**src/rtl/limit_state_detector64_water.sv**
```systemverilog
// Limit state detector for a 64-bit (IEEE-754 double) controller limiter.
// Each evaluation compares the captured controller signal against its
// upper/lower bounds and debounces the at-limit conditions. The combined
// hold flag is the anti-windup freeze request sent to the integrator.

`ifndef EXTENDED_SINGLE
`define EXTENDED_SINGLE 64
`endif

module limit_state_detector64_water #(
    parameter int WIDTH = `EXTENDED_SINGLE,
    parameter int DEB_N = 4
) (
    input  logic             clk,
    input  logic             rst,
    input  logic             sta,
    input  logic             clr,
    input  logic [WIDTH-1:0] x,
    input  logic [WIDTH-1:0] upper_limit,
    input  logic [WIDTH-1:0] down_limit,
    output logic             hi_flag,
    output logic             lo_flag,
    output logic             windup_hold,
    output logic             err_sig,
    output logic [15:0]      hit_cnt,
    output logic             busy,
    output logic             done_sig
);

    // Double layout: sign at the top, 11-bit exponent, 52-bit mantissa.
    localparam int         MAN_W   = 52;
    localparam logic [3:0] DEB_MAX = 4'(DEB_N);

    typedef enum logic [1:0] {
        IDLE,
        CMP,
        UPD
    } state_t;

    state_t           state;
    logic [WIDTH-1:0] cap_x;
    logic [WIDTH-1:0] cap_up;
    logic [WIDTH-1:0] cap_dn;
    logic             hi_raw;
    logic             lo_raw;
    logic             inv;
    logic [3:0]       hi_cnt;
    logic [3:0]       lo_cnt;
    logic [3:0]       hi_cnt_next;
    logic [3:0]       lo_cnt_next;
    logic             hi_flag_next;
    logic             lo_flag_next;
    logic             hold_next;

    // NaN: exponent all ones with a nonzero mantissa; infinities are ordered.
    function automatic logic is_nan(input logic [WIDTH-1:0] v);
        return (&v[WIDTH-2:MAN_W]) && (|v[MAN_W-1:0]);
    endfunction

    // Strict a < b on non-NaN doubles; +0 and -0 are treated as equal.
    function automatic logic f_less(input logic [WIDTH-1:0] a,
                                    input logic [WIDTH-1:0] b);
        logic a_zero;
        logic b_zero;
        a_zero = (a[WIDTH-2:0] == '0);
        b_zero = (b[WIDTH-2:0] == '0);
        if (a_zero && b_zero)
            return 1'b0;
        else if (a[WIDTH-1] != b[WIDTH-1])
            return a[WIDTH-1];
        else if (!a[WIDTH-1])
            return a[WIDTH-2:0] < b[WIDTH-2:0];
        else
            return a[WIDTH-2:0] > b[WIDTH-2:0];
    endfunction

    // Next debounce counts and flags for a valid update, saturating at DEB_N.
    always_comb begin
        hi_cnt_next  = 4'd0;
        lo_cnt_next  = 4'd0;
        if (hi_raw)
            hi_cnt_next = (hi_cnt == DEB_MAX) ? hi_cnt : hi_cnt + 4'd1;
        if (lo_raw)
            lo_cnt_next = (lo_cnt == DEB_MAX) ? lo_cnt : lo_cnt + 4'd1;
        hi_flag_next = (hi_cnt_next == DEB_MAX);
        lo_flag_next = (lo_cnt_next == DEB_MAX);
        hold_next    = hi_flag_next | lo_flag_next;
    end

    // Evaluation sequencer: capture, compare, update; clr on hit_cnt wins last.
    always_ff @(posedge clk or negedge rst) begin
        if (!rst) begin
            state       <= IDLE;
            cap_x       <= '0;
            cap_up      <= '0;
            cap_dn      <= '0;
            hi_raw      <= 1'b0;
            lo_raw      <= 1'b0;
            inv         <= 1'b0;
            hi_cnt      <= 4'd0;
            lo_cnt      <= 4'd0;
            hi_flag     <= 1'b0;
            lo_flag     <= 1'b0;
            windup_hold <= 1'b0;
            err_sig     <= 1'b0;
            hit_cnt     <= 16'd0;
            busy        <= 1'b0;
            done_sig    <= 1'b0;
        end else begin
            done_sig <= 1'b0;
            unique case (state)
                IDLE: begin
                    if (sta) begin
                        cap_x  <= x;
                        cap_up <= upper_limit;
                        cap_dn <= down_limit;
                        busy   <= 1'b1;
                        state  <= CMP;
                    end
                end
                CMP: begin
                    hi_raw <= !f_less(cap_x, cap_up);
                    lo_raw <= !f_less(cap_dn, cap_x);
                    inv    <= is_nan(cap_x) || is_nan(cap_up) || is_nan(cap_dn)
                              || f_less(cap_up, cap_dn);
                    state  <= UPD;
                end
                UPD: begin
                    if (inv) begin
                        err_sig     <= 1'b1;
                        hi_cnt      <= 4'd0;
                        lo_cnt      <= 4'd0;
                        hi_flag     <= 1'b0;
                        lo_flag     <= 1'b0;
                        windup_hold <= 1'b0;
                    end else begin
                        err_sig     <= 1'b0;
                        hi_cnt      <= hi_cnt_next;
                        lo_cnt      <= lo_cnt_next;
                        hi_flag     <= hi_flag_next;
                        lo_flag     <= lo_flag_next;
                        windup_hold <= hold_next;
                        if (hold_next && (hit_cnt != 16'hFFFF))
                            hit_cnt <= hit_cnt + 16'd1;
                    end
                    busy     <= 1'b0;
                    done_sig <= 1'b1;
                    state    <= IDLE;
                end
                default: state <= IDLE;
            endcase
            if (clr)
                hit_cnt <= 16'd0;
        end
    end

endmodule

```
**config.mk**
```make
export PLATFORM = sky130hd
export DESIGN_NAME = limit_state_detector64_water
export DESIGN_NICKNAME = d
export VERILOG_FILES = /design/src/rtl/limit_state_detector64_water.sv
export SDC_FILE = /design/constraint.sdc
export NUM_CORES = 1
export LEC_CHECK = 0
export ABC_CLOCK_PERIOD_IN_PS = 7100
export BUFFER_PORTS_ARGS = -buffer_cell sky130_fd_sc_hd__buf_4
export CAP_MARGIN = 0
export CORE_MARGIN = 2
export CORE_UTILIZATION = 39
export DETAILED_ROUTE_END_ITERATION = 12
export GPL_TIMING_DRIVEN = 1
export PLACE_DENSITY_LB_ADDON = 0.05
export SLEW_MARGIN = 25
export SYNTH_ARGS = -nofsm -noshare
export SYNTH_HDL_FRONTEND = slang
export SYNTH_SLANG_ARGS = --single-unit
```
**constraint.sdc**
```tcl
create_clock -name clk -period 7.1 [get_ports clk]
set_input_delay 1.42 -clock clk [delete_from_list [all_inputs] [get_ports clk]]
set_output_delay 1.42 -clock clk [all_outputs]
set_load 0.05 [all_outputs]
```
==> impl_metrics.tcl <==
set metrics [dict create \
    outcome "finished, final reports clean" \
    cp_data_arrival_time_ns 3.43 \
    vias 11540 \
    ctsHoldBuffers 0 \
    grt_overflow 0 \
    grt_first_pass_wirelength_mm 63.38 \
    grt_usage_pct 22.37 \
    worst_path_largest_cell_delay_ns 0.78 \
    placed_cells 2180 \
    skew_ns 0.009228 \
    antenna_found_initial 0 \
    seq_area_frac_synth_pct 41.53 \
    vias_per_cell 5.179 \
    min_period_ns 3.042 \
    cp_num_buf_inv 3 \
    clkSlewWorstSetupHoldPaths_ns 0.06 \
    final_util_pct 48.02 \
    syn_area_per_cell_um2 8.807 \
    grt_setup_unrepaired "no" \
    final_max_slew_viol_count 0 \
    cp_common_cell "buf_4" \
    cts_sinks 227 \
    slew_headroom_pct 36.25 \
    cts_buffers 27 \
    synth_fp_nets 1943 \
    cts_tree "yes" \
    port_buffers 217 \
    clock.fmax_ghz 0.3288 \
    dp_hpwl_mm 31.66 \
    synth_cells 1553 \
    fp.dieW_um 191.3 \
    slowest_stage "buf_4" \
    cp_top_family "buffers and inverters" \
    crit_chain "buf_4 > nor3b_2 > buf_4 > buf_4 > o21ai_0" \
    worstPathMaxFanout 102 \
    synth_common_cells "255 x nand2_1, 229 x o21ai_0, 227 x dfrtp_1, 208 x inv_1, 194 x ha_1" \
    drc 0 \
    grt_max_degree 216 \
    end_kind "flop" \
    finalNonFillerCells 2228 \
    max_slew.worst_pin.slew_ns 0.9475 \
    max-cap-violations 0 \
    async_flop_share_pct 100.0 \
    rows 68 \
    syn2layout_area_growth_pct 21.28 \
    finalCritPeriodShare_pct 42.84 \
    synth-edff-count 0 \
    power.leakage_nw 8.197 \
    ioPinCount 218 \
    required_ns 7.49 \
    design.core.area_um2 34540 \
    yosysUniqueCellTypes 60 \
    synthTopCellsByArea "dfrtp_1 42%, ha_1 18%, o21ai_0 8.4%" \
    ant_nets 0 \
    syn_area_um2 13680 \
    drive_above_1_share_pct 15.40 \
    cp-start-kind "primary input" \
    final_nets 2144 \
    htree_levels 1 \
    first_iter_violations 552 \
    first_pass_iters 5 \
    start_util_pct 39.59 \
    clock_path_buffers 3 \
    grt_pass1_vias 11520 \
    cts_root_buf "clkbuf_16" \
    hold_violations 0 \
    p_per_area_nw_per_um2 302.3 \
    cts_repair_resize_count 0 \
    synth_most_common_cell "nand2_1" \
    antennaDiodeCount 0 \
    fp.dieH_um 191.3 \
    synth_ff_type "dfrtp_1" \
    post_cts.repair.setup_buffers 0 \
    setup_viol 0 \
    dp_worst_setup_slack_ns 3.534 \
    vdd_drop_max_mv 0.1678 \
    clkLatencyLatePin_ns 0.54 \
    synth_top_area_share_pct 41.53 \
    yosys.area.top_type "dfrtp_1" \
    ys_warn_count 0 \
    wire_per_inst_um 18.25 \
    hold_class "reg -> reg" \
    whs_ns 0.4738 \
    yosys_register_bits 227 \
    die-area_um2 36580 \
    globalplace.congestion 0.8944 \
    setup_slack_ns 4.058 \
    tns_ns 0 \
    path_class "in -> reg" \
    drt_wl_total_mm 40.67 \
]
-- cell families after synthesis --
kind of cell               count (synthesis)  share of synthesized area, %
and+or+nand+nor                          480                         16.64
AOI/OAI and AO/OA                        376                         15.66
buffers and inverters                    257                         7.136
DFF                                      227                         41.53
adders and majority gates                194                         17.75
xor gates and xnor gates                  15                        0.9606
muxes                                      4                        0.3202
-- worst paths after layout --
check                            start     endpoint  slack [ns]  cells past startpoint
max                                sta   cap_up[62]        4.06                      5
min                        windup_hold  windup_hold        0.47                      2
max reg2reg                   cap_x[7]       hi_raw        4.10                      6
min reg2reg                windup_hold  windup_hold        0.47                      2
max in group asynchronous          rst    cap_x[36]        4.98                      2
min in group asynchronous          rst  hit_cnt[10]        0.81                      1
-- sequential cells by signal, summed over array words and instances (netlist names), 2 cells and up --
register and count:
cap_dn 64, cap_up 64, cap_x 64, hit_cnt 16, hi_cnt 4, lo_cnt 4, state 2
-- where the power goes --
group          leakage (nW)  internal (mW)  switching [mW]
Combinational          4.95          0.743            1.03
Sequential             2.83           1.58           0.322
Clock                 0.417          0.780           0.553
Total                  8.20           3.10            1.91
-- stage by stage --
stage          instance area [um2]  power [mW]
6_report                     16590       5.014
3_3_place_gp                 15750       3.657
5_1_grt                      16590       5.417
3_5_place_dp                 15750       3.696
2_1_floorplan                13680       3.042
4_1_cts                      16590       5.060
-- metal layers --
layer	up-vias	global-route usage [%]	wire (um)	share of wire [%]
li1	5803	-	-	-
met1	5437	31.80	19570	48
met2	239	36.02	18420	45
met3	60	2.534	1483	3.6
met4	0	6.124	1194	2.9
met5	-	0	0	0
-- area by class of cell --
type,count,area [um2]
inverter,208,780.7
clock inverter,4,20.02
fill,3438,17960
clock buffer,44,819.5
tap,455,569.3
timing repair buffer,221,1692
multi-input combinational,1069,7025
sequential,227,5680
-- cells in the final DEF, fill, tap and decap left out, types with 3 or more instances in the layout --
cell type	n
a211oi_1	7
a21o_1	28
a21oi_1	72
a221o_1	3
a221oi_1	8
and3_1	6
and4_1	7
buf_4	218
clkbuf_1	9
clkbuf_16	27
clkbuf_8	8
clkinv_2	4
dfrtp_1	227
ha_1	194
inv_1	208
mux2_2	3
nand2_1	255
nand3_1	29
nand3b_1	5
nand4_1	55
nor2_1	35
nor2b_1	4
nor3_1	13
nor4_1	57
o21ai_0	229
o31ai_1	3
xor2_1	13
-- tightest hold or removal path, stage by stage, from the launching register on --
cell and delay (ns):
dfrtp_1 0.34, nand2_1 0.05, nand2_1 0.05
(Power assumes the default switching activity.)
